### src/rtl/hex_to_num_decoder_if.sv
// Decoded-digit output stream: num is held while num_valid waits for num_ready.
interface hex_to_num_decoder_if;
  logic [3:0] num;
  logic       num_valid;
  logic       num_ready;

  modport master (
    output num,
    output num_valid,
    input  num_ready
  );

  modport slave (
    input  num,
    input  num_valid,
    output num_ready
  );
endinterface

### src/rtl/hex_to_num_decoder.sv
// Synchronizes and debounces an active-low 7-segment pattern, decodes it to a digit
// and offers the result on a valid/ready stream, flagging illegal patterns and drops.
module hex_to_num_decoder #(
  parameter int unsigned STABLE_CYCLES = 4
) (
  input  logic                    clk,
  input  logic                    reset_n,
  input  logic [6:0]              HEX,
  hex_to_num_decoder_if.master    bus,
  output logic                    err,
  output logic                    overrun
);

  localparam logic [7:0] StableMax = 8'(STABLE_CYCLES);
  localparam logic [6:0] Blank     = 7'h7F;

  typedef enum logic [1:0] {StIdle, StSettling, StLocked} state_e;

  state_e     state_q;
  logic [6:0] s1_q, s2_q, last_q;
  logic [7:0] cnt_q, cnt_d;
  logic [3:0] digit;
  logic       legal, blank, stable, lock;

  always_comb begin
    legal = 1'b1;
    digit = 4'd0;
    case (s2_q)
      7'b1000000: digit = 4'd0;
      7'b1111001: digit = 4'd1;
      7'b0100100: digit = 4'd2;
      7'b0110000: digit = 4'd3;
      7'b0011001: digit = 4'd4;
      7'b0010010: digit = 4'd5;
      7'b0000010: digit = 4'd6;
      7'b1111000: digit = 4'd7;
      7'b0000000: digit = 4'd8;
      7'b0010000: digit = 4'd9;
      default:    legal = 1'b0;
    endcase
    blank  = (s2_q == Blank);
    stable = (cnt_q == StableMax);
    lock   = stable && (s2_q != last_q);
    // cnt counts cycles s2 has held its value, including the current one.
    if (s1_q != s2_q) begin
      cnt_d = 8'd1;
    end else if (stable) begin
      cnt_d = cnt_q;
    end else begin
      cnt_d = cnt_q + 8'd1;
    end
  end

  always_ff @(posedge clk or negedge reset_n) begin
    if (!reset_n) begin
      s1_q          <= Blank;
      s2_q          <= Blank;
      cnt_q         <= 8'd0;
      state_q       <= StIdle;
      last_q        <= Blank;
      bus.num       <= 4'd0;
      bus.num_valid <= 1'b0;
      err           <= 1'b0;
      overrun       <= 1'b0;
    end else begin
      s1_q    <= HEX;
      s2_q    <= s1_q;
      cnt_q   <= cnt_d;
      err     <= 1'b0;
      overrun <= 1'b0;

      if (lock) begin
        state_q <= StLocked;
        last_q  <= s2_q;
      end else begin
        case (state_q)
          StIdle:     if (s2_q != last_q) state_q <= StSettling;
          StSettling: if (stable)         state_q <= StIdle;
          StLocked:   if (s2_q != last_q) state_q <= StSettling;
          default:                        state_q <= StIdle;
        endcase
      end

      if (lock && legal) begin
        if (!bus.num_valid || bus.num_ready) begin
          bus.num       <= digit;
          bus.num_valid <= 1'b1;
        end else begin
          overrun <= 1'b1;
        end
      end else if (bus.num_valid && bus.num_ready) begin
        bus.num_valid <= 1'b0;
      end

      if (lock && !legal && !blank) err <= 1'b1;
    end
  end

endmodule
### src/flat_wrapper.sv
// flat-port wrapper written by rule: the top's interface ports become plain ports
module hex_to_num_decoder_flat 
#(
  parameter int unsigned STABLE_CYCLES = 4
)
  (clk, reset_n, HEX, err, overrun, bus_num, bus_num_valid, bus_num_ready);
  hex_to_num_decoder_if bus_i ();
  input  logic clk;
  input  logic reset_n;
  input  logic [6:0] HEX;
  output logic err;
  output logic overrun;
  output wire logic [$bits(bus_i.num)-1:0] bus_num;
  output wire logic [$bits(bus_i.num_valid)-1:0] bus_num_valid;
  input wire logic [$bits(bus_i.num_ready)-1:0] bus_num_ready;
  assign bus_num = bus_i.num;
  assign bus_num_valid = bus_i.num_valid;
  assign bus_i.num_ready = bus_num_ready;
  hex_to_num_decoder #(.STABLE_CYCLES(STABLE_CYCLES)) u_core (.clk(clk), .reset_n(reset_n), .HEX(HEX), .bus(bus_i), .err(err), .overrun(overrun));
endmodule
### config.mk
export PLATFORM = sky130hd
export DESIGN_NAME = hex_to_num_decoder_flat
export DESIGN_NICKNAME = d
export VERILOG_FILES = /design/src/rtl/hex_to_num_decoder_if.sv /design/src/rtl/hex_to_num_decoder.sv /design/src/flat_wrapper.sv
export SDC_FILE = /design/constraint.sdc
export NUM_CORES = 1
export LEC_CHECK = 0
export ABC_AREA = 1
export ABC_CLOCK_PERIOD_IN_PS = 3500
export BUFFER_PORTS_ARGS = -buffer_cell sky130_fd_sc_hd__clkbuf_2
export CORE_AREA = 2 2 79 81
export DETAILED_ROUTE_END_ITERATION = 8
export DIE_AREA = 0 0 81 83
export PLACE_DENSITY = 0.51
export REMOVE_ABC_BUFFERS = 1
export SYNTH_ARGS = -nofsm -noshare
export SYNTH_HDL_FRONTEND = slang
export SYNTH_SLANG_ARGS = --single-unit
### constraint.sdc
create_clock -name clk -period 3.5 [get_ports clk]
set_input_delay 0.175 -clock clk [delete_from_list [all_inputs] [get_ports clk]]
set_output_delay 0.175 -clock clk [all_outputs]
set_load 0.01 [all_outputs]
==> results of run 1 <==
==> per-stage QoR <==
step / cells / power, mW / util [%]
after floorplan: 207 / 0.475 / -
after global placement: 298 / 0.497 / 33.5
after detailed placement: 298 / 0.496 / 33.5
after CTS: 313 / 0.816 / 36.3
after global routing: 313 / 0.844 / 36.3
final: 313 / 0.800 / 36.3
==> placed cells by master, fill, tap and decap left out <==
cell / count
a21oi_1: 4
a31oi_1: 1
clkbuf_2: 16
clkbuf_8: 5
clkinv_4: 1
dfrtp_1: 15
dfstp_2: 21
dlygate4sd3_1: 7
ha_1: 2
inv_1: 21
inv_2: 3
inv_4: 2
nand2_1: 59
nand3_1: 11
nand3_2: 3
nand4_1: 7
nand4_4: 1
nor2_1: 21
nor2_2: 6
nor2_4: 2
nor3_1: 7
nor3b_1: 1
nor4_1: 1
o21a_1: 1
o21ai_0: 3
o21ai_1: 5
o31ai_1: 1
or2_0: 1
xnor2_1: 4
xor2_1: 6
==> layout make-up <==
| type | instances | area share (%) |
|---|---|---|
| Clock buffer | 5 | 3.26 |
| Clock inverter | 3 | 1.01 |
| Inverter | 24 | 4.27 |
| Multi-Input combinational cell | 147 | 36.0 |
| Sequential cell | 36 | 43.9 |
| Tap cell | 75 | 4.45 |
| Timing Repair Buffer | 23 | 7.11 |
==> worst max-delay path: stages (launching register included) <==
cell and delay, ns:
dfstp_2 0.62, inv_2 0.08, nand2_1 0.06, nand2_1 0.05, nand3_1 0.12, nor2_4 0.06
nor2_2 0.27, nand3_2 0.17, nand2_1 0.08, nand2_1 0.04
==> final timing paths <==
kind / start / end / slack (ns) / cells past startpoint
setup / recovery: u_core.s2_q[6]$_DFF_PN1_ / u_core.bus.num[2]$_DFFE_PN0P_ / 1.84 / 9
hold / removal: reset_n / u_core.err$_DFF_PN0_ / -0.02 / 1
setup reg to reg: u_core.s2_q[6]$_DFF_PN1_ / u_core.bus.num[2]$_DFFE_PN0P_ / 1.84 / 9
hold reg to reg: u_core.s1_q[5]$_DFF_PN1_ / u_core.s2_q[5]$_DFF_PN1_ / 0.37 / 0
max in group asynchronous: reset_n / u_core.cnt_q[1]$_DFFE_PN0P_ / 2.97 / 1
min in group clk: bus_num_ready / u_core.bus.num_valid$_DFFE_PN0P_ / 0.29 / 4
==> layer usage <==
metal / share of wire (%) / wire (um) / vias up / GRT usage, %
li1: - / - / 725 / -
met3: 6.1 / 207 / 7 / 2.93
met5: 0 / 0 / - / 0
met1: 51 / 1740 / 633 / 17.3
met2: 41 / 1400 / 48 / 16.8
met4: 2.3 / 77 / 0 / 5.24
==> cell families (layout without fill, tap and decap cells) <==
| group | after synthesis | after routing | share of synthesized area (%) |
|---|---|---|---|
| AO/OA/AOI/OAI | 15 | 15 | 4.45 |
| XOR/XNOR | 10 | 10 | 4.79 |
| adder cells (fa/ha/maj) | 2 | 2 | 1.37 |
| buffers and inverters | 31 | 55 | 7.80 |
| flip-flops | 36 | 36 | 50.7 |
| AND/OR/NAND/NOR | 120 | 120 | 30.9 |
==> power groups by stage <==
| stage | clock [mW] | combinational, mW | sequential, mW |
|---|---|---|---|
| floorplan | 0 | 0.0265 | 0.448 |
| global placement | 0 | 0.0455 | 0.451 |
| detailed placement | 0 | 0.0448 | 0.452 |
| CTS | 0.321 | 0.0510 | 0.444 |
| global route | 0.340 | 0.0575 | 0.446 |
| finish | 0.307 | 0.0496 | 0.444 |
==> state kept, by name, indices dropped and copies added, names as in the netlist <==
signal	cells
u_core.bus.num	4
u_core.bus.num_valid	1
u_core.cnt_q	8
u_core.err	1
u_core.last_q	7
u_core.overrun	1
u_core.s1_q	7
u_core.s2_q	7
==> results.yml, run 1 <==
power_and_ir_drop:
  power_frac_comb_pct: 6.2
  internal_power_uw: 595
  power_density_nw_per_um2: 379
  power.switching_uw: 205
  seqPwrFrac_pct: 55.5
  vdd_drop_max_v: 0.000207
  power.leakage_nw: 0.955
  pwr-share-clk_pct: 38.3
  swShare_pct: 25.7
timing:
  holdWs_ns: -0.0243
  final-hold-violation-count: 13
  worst_slew_margin_rel_pct: 41.8
  rsz0062_at_grt: "false"
  maxSlewViolCount: 0
  setup-tns-final_ns: 0
  period_share_pct: 47.5
  setup_viol: 0
  worst_slack_ns: 1.84
  finClkSkew_ns: 0.0136
  period_minus_slack_ns: 1.66
  worst_slew_pin_slew_ns: 0.872
  fmax_ghz: 0.602
yosys:
  async_reset_ff_share_pct: 100
  synth.area.top_cells: "dfstp_2 (30%), dfrtp_1 (21%), nand2_1 (12%), inv_1 (4.3%), nor2_1 (4.3%)"
  synthMostInstantiatedCell: "nand2_1"
  synth.distinct_cells: 29
  yosysTopAreaCell: "dfstp_2"
  yosys_warnings: 0
  syn-mean-instance-area_um2: 8.55
  synthCells: 214
  ys_seq_area_share_pct: 50.7
  synth_top_area_share_pct: 30.2
  synth_seq_cells: 36
  netlist_top_cells_count: "nand2_1 (59), dfstp_2 (21), inv_1 (21), nor2_1 (21), dfrtp_1 (15)"
  netlist_area_um2: 1830
  synth_edf_count: 0
  ys.flop_type: "dfstp_2"
finish:
  fin_area_um2: 2110
  regArea_um2: 927
  area_delta_synth_final_pct: 15.4
  fillCellCount: 650
  drive_gt1_share_pct: 25.2
  multi_input_area_um2: 759
  diodes: 0
  nets: 249
run_status:
  status: "finished with violations"
  violations: "negative hold slack"
grt:
  grt_overflow: 0
  grt_max_degree: 37
  antenna_found_initial: 0
  grt_pass1_wl_um: 6330
  track_usage_pct: 12.0
  grt_pass1_vias: 1354
min_path:
  holdCritPathClass: "in -> async"
floorplanning:
  dieArea_um2: 6720
  die_w_um: 81
  fp-row-count: 28
  die_h_um: 83
  boundaryPins: 17
  start_util_pct: 31.5
  core-area_um2: 5820
clocking:
  cts.sinks: 36
  cts_tree: "built"
  cts_inserted_buffers: 5
  h-tree-depth: 2
  cts_resized: 0
  cts_buffer_depth: 2
  clk_latency_ns: 0.30
  post-cts-setup-buffer-count: 0
  cts-root-buf: "clkbuf_8"
  path_clk_slew_ns: 0.09
  postCtsHoldBufs: 7
place:
  place_area_um2: 1950
  gp_congestion: 0.850
  post-place-ws_ns: 1.84
  detailed_place_hpwl_um: 2490
  port-buffer-count: 16
setup_path:
  end_kind: "register"
  startpoint_type: "register"
  cp_max_fo: 7
  arrival_ns: 1.86
  path_class: "reg -> reg"
  critical_path_required_ns: 3.70
flow_run:
  maxCapViolCount: 0
route:
  via_count: 1413
  viasPerCell: 4.51
  wire_per_inst_um: 10.9
  first_pass_iters: 4
  ant_nets: 0
  drc: 0
  initialDrtViolationCount: 94
  wl_um: 3420
Power figures use the tool's default switching activity.
==> inputs of run 2 (changes only) <==
--- a/config.mk
+++ b/config.mk
@@ -6,7 +6,7 @@
 export NUM_CORES = 1
 export LEC_CHECK = 0
 export ABC_AREA = 1
-export ABC_CLOCK_PERIOD_IN_PS = 3500
+export ABC_CLOCK_PERIOD_IN_PS = 1600
 export BUFFER_PORTS_ARGS = -buffer_cell sky130_fd_sc_hd__clkbuf_2
 export CORE_AREA = 2 2 79 81
 export DETAILED_ROUTE_END_ITERATION = 8
==> constraint.sdc (replaced) <==
create_clock -name clk -period 1.6 [get_ports clk]
set_input_delay 0.08 -clock clk [delete_from_list [all_inputs] [get_ports clk]]
set_output_delay 0.08 -clock clk [all_outputs]
set_load 0.01 [all_outputs]
==> results.yml, run 2 (synthesis gave the netlist of run 1 again) <==
floorplanning:
  dieArea_um2: 6720
  boundaryPins: 17
  start_util_pct: 31.5
  die_h_um: 83
  die_w_um: 81
  fp-row-count: 28
  core-area_um2: 5820
finish:
  layout_commonest_cell: "nand2_1"
  stdcell_count: 331
  diodes: 0
  regMostFlops: "u_core.cnt_q"
  final_cell_mix: "nand2_1 (57), dfstp_2 (21), inv_1 (20)"
  nets: 267
  largest_reg_flops: 8
  drive_gt1_share_pct: 33.6
  area_delta_synth_final_pct: 28.4
timing:
  period_minus_slack_ns: 1.57
  period_share_pct: 98.4
  worst_slew_margin_rel_pct: 65.2
  fmax_ghz: 0.635
  rsz0062_at_grt: "true"
  worst_slew_pin_slew_ns: 0.522
  maxSlewViolCount: 0
  setup_viol: 0
  final-hold-violation-count: 0
  finClkSkew_ns: 0.00677
setup_path:
  crit_buf_inv: 1
  worstReg2RegStart: "u_core.s2_q[2]$_DFF_PN1_"
  cp_max_fo: 11
  reg2reg_to: "u_core.err$_DFF_PN0_"
  path_common_cell: "nand2_1"
  critPathSlowestCell: "dfstp_2"
  startpoint_type: "register"
  path_class: "reg -> reg"
  critical_path_required_ns: 1.78
  reg2reg_depth: 9
  cpLargestDelayFamily: "flip-flops"
  path_cells: "inv_2, nand2_1, nand2_1, nor2_1, nand2_1, nor2_4, nor2_4, o31ai_1, nor2_1"
  end_kind: "register"
  arrival_ns: 1.76
  slowest_delay_ns: 0.65
  r2r_slack_ns: 0.03
  cp-startpoint: "u_core.s2_q[2]$_DFF_PN1_"
  cp.depth: 9
grt:
  grt_max_degree: 21
  track_usage_pct: 12.2
  antenna_found_initial: 0
  grt_pass1_wl_um: 6420
  grt_pass1_vias: 1399
  grt_overflow: 0
flow_run:
  maxCapViolCount: 0
route:
  wl_met1_um: 1830
  met3_length_um: 155
  wire_per_inst_um: 11.2
  ant_nets: 0
  first_pass_iters: 4
  viasPerCell: 4.44
  top_layer: "met4"
  dr_wl_met2_um: 1640
  initialDrtViolationCount: 86
  via_count: 1469
  drc: 0
  wl_um: 3720
clocking:
  cts_inserted_buffers: 5
  cts.sinks: 36
  path_clk_slew_ns: 0.08
  cts_buffer_depth: 2
  cts-root-buf: "clkbuf_8"
  cts_tree: "built"
  h-tree-depth: 2
  clk_latency_ns: 0.29
place:
  place_inst: 309
  gp_congestion: 0.852
  detailed_place_hpwl_um: 2630
  port-buffer-count: 16
power_and_ir_drop:
  power_density_nw_per_um2: 804
  power.leakage_nw: 1.06
  vdd_drop_max_v: 0.000340
  power.total_mw: 1.89
run_status:
  status: "finished clean"
min_path:
  holdCritPathClass: "in -> reg"
  worstHoldStart: "bus_num_ready"
  hold_depth: 4
  whs_endpoint: "u_core.overrun$_DFF_PN0_"
-- run 2: cell types whose count changed in the layout (fill, tap and decap cells not counted), sizes merged --
cell / previous run / this run
clkbuf: 21 / 22
clkinv: 1 / 0
buf: 0 / 17
clkinvlp: 0 / 1
inv: 26 / 25
dlygate4sd3: 7 / 8
-- run 2: final cells by class --
type | instances | area (um2)
Clock buffer | 6 | 93.8
Clock inverter | 2 | 16.3
Fill cell | 612 | 3470
Inverter | 24 | 90.1
Multi-Input combinational cell | 147 | 823
Sequential cell | 36 | 927
Tap cell | 75 | 93.8
Timing Repair Buffer | 41 | 304
-- run 2: where the power goes --
part | leakage (nW) | internal, mW | switching, mW
registers | 0.424 | 0.945 | 0.0245
logic | 0.579 | 0.0697 | 0.0806
clock network | 0.0530 | 0.407 | 0.362
-- run 2: layer usage --
layer	global-route usage (%)	up-vias
li1	-	756
met1	17.0	674
met3	3.26	8
met4	4.62	0
met2	17.9	31
met5	0	-
-- run 2: worst max-delay path by stage --
stage,endpoint
global route,u_core.bus.num[3]$_DFFE_PN0P_
CTS,u_core.bus.num_valid$_DFFE_PN0P_
finish,u_core.err$_DFF_PN0_
floorplan,u_core.bus.num[0]$_DFFE_PN0P_
detailed placement,u_core.bus.num[2]$_DFFE_PN0P_
global placement,u_core.bus.num[1]$_DFFE_PN0P_
-- run 2: worst reg2reg max path, stage by stage (launching register included) --
cell and delay, ns:
dfstp_2 0.65, inv_2 0.07, nand2_1 0.06, nand2_1 0.06
nor2_1 0.11, nand2_1 0.09, nor2_4 0.17, nor2_4 0.09
o31ai_1 0.10, nor2_1 0.07
-- run 2: metrics by stage --
stage	area, um2	hold WS (ns)	utilization [%]	setup TNS, ns	setup WS [ns]
after CTS	2230	0.198	38.3	0	0.0192
after detailed placement	2030	0.0864	35.0	-0.222	-0.0654
after global placement	2030	0.0808	35.0	-0.227	-0.0649
final	2350	0.231	40.4	0	0.0254
after global routing	2350	0.271	40.4	-0.502	-0.0820
after floorplan	1780	-0.216	-	0	0.183
-- run 2: timing repair --
action | 4_1_cts | 5_1_grt
hold buffers | 8 | 0
hold endpoints to repair | 22 | 0
setup buffers | 0 | 6
gates resized for setup | 1 | 15
pin swaps | 0 | 9
setup endpoints to repair | 4 | 11
==> inputs of run 3 (changes only) <==
--- a/config.mk
+++ b/config.mk
@@ -8,10 +8,12 @@
 export ABC_AREA = 1
 export ABC_CLOCK_PERIOD_IN_PS = 1600
 export BUFFER_PORTS_ARGS = -buffer_cell sky130_fd_sc_hd__clkbuf_2
+export CELL_PAD_IN_SITES_DETAIL_PLACEMENT = 0
+export CELL_PAD_IN_SITES_GLOBAL_PLACEMENT = 1
 export CORE_AREA = 2 2 79 81
 export DETAILED_ROUTE_END_ITERATION = 8
 export DIE_AREA = 0 0 81 83
-export PLACE_DENSITY = 0.51
+export PLACE_DENSITY = 0.63
 export REMOVE_ABC_BUFFERS = 1
 export SYNTH_ARGS = -nofsm -noshare
 export SYNTH_HDL_FRONTEND = slang
==> results.yml, run 3 (synthesis gave the netlist of run 1 again) <==
timing:
  finClkSkew_ns: 0.00958
  worst_slew_margin_rel_pct: 72.7
  period_minus_slack_ns: 1.56
  setup_viol: 0
  period_share_pct: 97.2
  worst_slew_pin_slew_ns: 0.407
  rsz0062_at_grt: "true"
  final-hold-violation-count: 0
  maxSlewViolCount: 0
  setup-tns-final_ns: 0
  fmax_ghz: 0.643
min_path:
  holdCritPathClass: "in -> reg"
  hold_depth: 4
  whs_endpoint: "u_core.bus.num_valid$_DFFE_PN0P_"
  worstHoldStart: "bus_num_ready"
setup_path:
  cpLargestDelayFamily: "flip-flops"
  critPathSlowestCell: "dfstp_2"
  crit_buf_inv: 2
  end_kind: "register"
  path_common_cell: "nand2_1"
  arrival_ns: 1.78
  critical_path_required_ns: 1.82
  reg2reg_to: "u_core.last_q[4]$_DFFE_PN1P_"
  r2r_slack_ns: 0.04
  slowest_delay_ns: 0.58
  path_class: "reg -> reg"
  path_cells: "inv_1, nand2_1, nand2_1, nor2_1, nand2_1, nor2_4, nor2_4, buf_12, o21ai_2"
  startpoint_type: "register"
  worstReg2RegStart: "u_core.s2_q[1]$_DFF_PN1_"
  cp_max_fo: 5
  reg2reg_depth: 9
clocking:
  path_clk_slew_ns: 0.09
  cts_tree: "built"
  h-tree-depth: 2
  cts_buffer_depth: 2
  cts-root-buf: "clkbuf_8"
  cts.sinks: 36
  clk_latency_ns: 0.29
  cts_inserted_buffers: 5
power_and_ir_drop:
  power_frac_comb_pct: 10.2
  vdd_drop_max_v: 0.000371
  internal_power_mw: 1.35
  power.switching_uw: 484
  swShare_pct: 26.4
  seqPwrFrac_pct: 52.7
  power.total_mw: 1.83
  pwr-share-clk_pct: 37.1
  power.leakage_nw: 1.14
  power_density_nw_per_um2: 724
finish:
  area_delta_synth_final_pct: 38.2
  fillCellCount: 602
  multi_input_area_um2: 870
  drive_gt1_share_pct: 42.3
  final_cell_mix: "nand2_1 (49), buf_4 (26), inv_1 (21), dfstp_2 (21)"
  largest_reg_flops: 8
  diodes: 0
  regArea_um2: 927
  layout_commonest_cell: "nand2_1"
  regMostFlops: "u_core.cnt_q"
  nets: 283
place:
  port-buffer-count: 16
  detailed_place_hpwl_um: 2710
  gp_congestion: 0.787
floorplanning:
  fp-row-count: 28
  core-area_um2: 5820
  start_util_pct: 31.5
  die_w_um: 81
  die_h_um: 83
  dieArea_um2: 6720
  boundaryPins: 17
run_status:
  status: "finished clean"
flow_run:
  maxCapViolCount: 0
grt:
  grt_max_degree: 37
  antenna_found_initial: 0
  track_usage_pct: 12.6
  grt_pass1_vias: 1437
  grt_pass1_wl_um: 6620
  grt_overflow: 0
route:
  via_count: 1496
  wl_um: 4020
  wire_per_inst_um: 11.6
  ant_nets: 0
  viasPerCell: 4.31
  initialDrtViolationCount: 56
  first_pass_iters: 4
  drc: 0
-- run 3: final cells by class --
cell class,instances,area share (%)
clock buffers,5,2.72
clock inverters,3,0.891
inverters,24,3.76
multi-input cells,147,34.4
flip-flops and latches,36,36.7
well taps,75,3.71
repair buffers,57,17.9
-- run 3: worst max-delay path by stage --
stage | startpoint | slack, ns | cells past startpoint | end
finish | u_core.s2_q[1]$_DFF_PN1_ | 0.04 | 9 | u_core.last_q[4]$_DFFE_PN1P_
global route | u_core.s2_q[1]$_DFF_PN1_ | -0.07 | 10 | u_core.last_q[0]$_DFFE_PN1P_
CTS | u_core.s2_q[6]$_DFF_PN1_ | 0.002 | 9 | u_core.bus.num[0]$_DFFE_PN0P_
detailed placement | u_core.cnt_q[4]$_DFFE_PN0P_ | -0.03 | 8 | u_core.bus.num[0]$_DFFE_PN0P_
global placement | u_core.s2_q[4]$_DFF_PN1_ | -0.04 | 8 | u_core.bus.num[3]$_DFFE_PN0P_
floorplan | u_core.s2_q[6]$_DFF_PN1_ | 0.18 | 9 | u_core.bus.num[0]$_DFFE_PN0P_
-- run 3: worst register-to-register path, stage by stage (launching register included) --
cell and delay (ns):
dfstp_2 0.58, inv_1 0.09, nand2_1 0.06, nand2_1 0.04
nor2_1 0.11, nand2_1 0.10, nor2_4 0.17, nor2_4 0.08
buf_12 0.14, o21ai_2 0.12
-- run 3: metal layers --
metal  wire length, um  track usage, %
met5                 0               0
met4                74            5.08
met3               108            2.93
met2              1890            19.9
met1              1950            16.5
-- run 3: timing repair --
item / 4_1_cts / 5_1_grt
endpoints found under the setup margin: 4 / 14
buffers inserted: 5 / 11
gates resized for setup: 2 / 34
pin swaps: 0 / 13
hold buffers: 8 / 0
cloned: 0 / 0
hold endpoints to repair: 43 / 0
-- run 3: through the flow --
| stage | instance area (um2) | worst slack [ns] | util, % | std cells | hold slack, ns |
|---|---|---|---|---|---|
| after floorplan | 1780 | 0.183 | - | 207 | -0.216 |
| after global placement | 2090 | -0.0387 | 36.0 | 315 | 0.0644 |
| after detailed placement | 2090 | -0.0253 | 36.0 | 315 | 0.0626 |
| after CTS | 2310 | 0.00213 | 39.7 | 336 | 0.187 |
| after global routing | 2530 | -0.0713 | 43.5 | 347 | 0.247 |
| final | 2530 | 0.0446 | 43.5 | 347 | 0.221 |
-- run 3: power groups by stage --
stage	Combinational (mW)	Clock, mW	Sequential (mW)
floorplan	0.0579	0	0.981
global placement	0.128	0	0.980
detailed placement	0.126	0	0.981
CTS	0.154	0.710	0.964
global route	0.208	0.761	0.967
finish	0.186	0.680	0.965
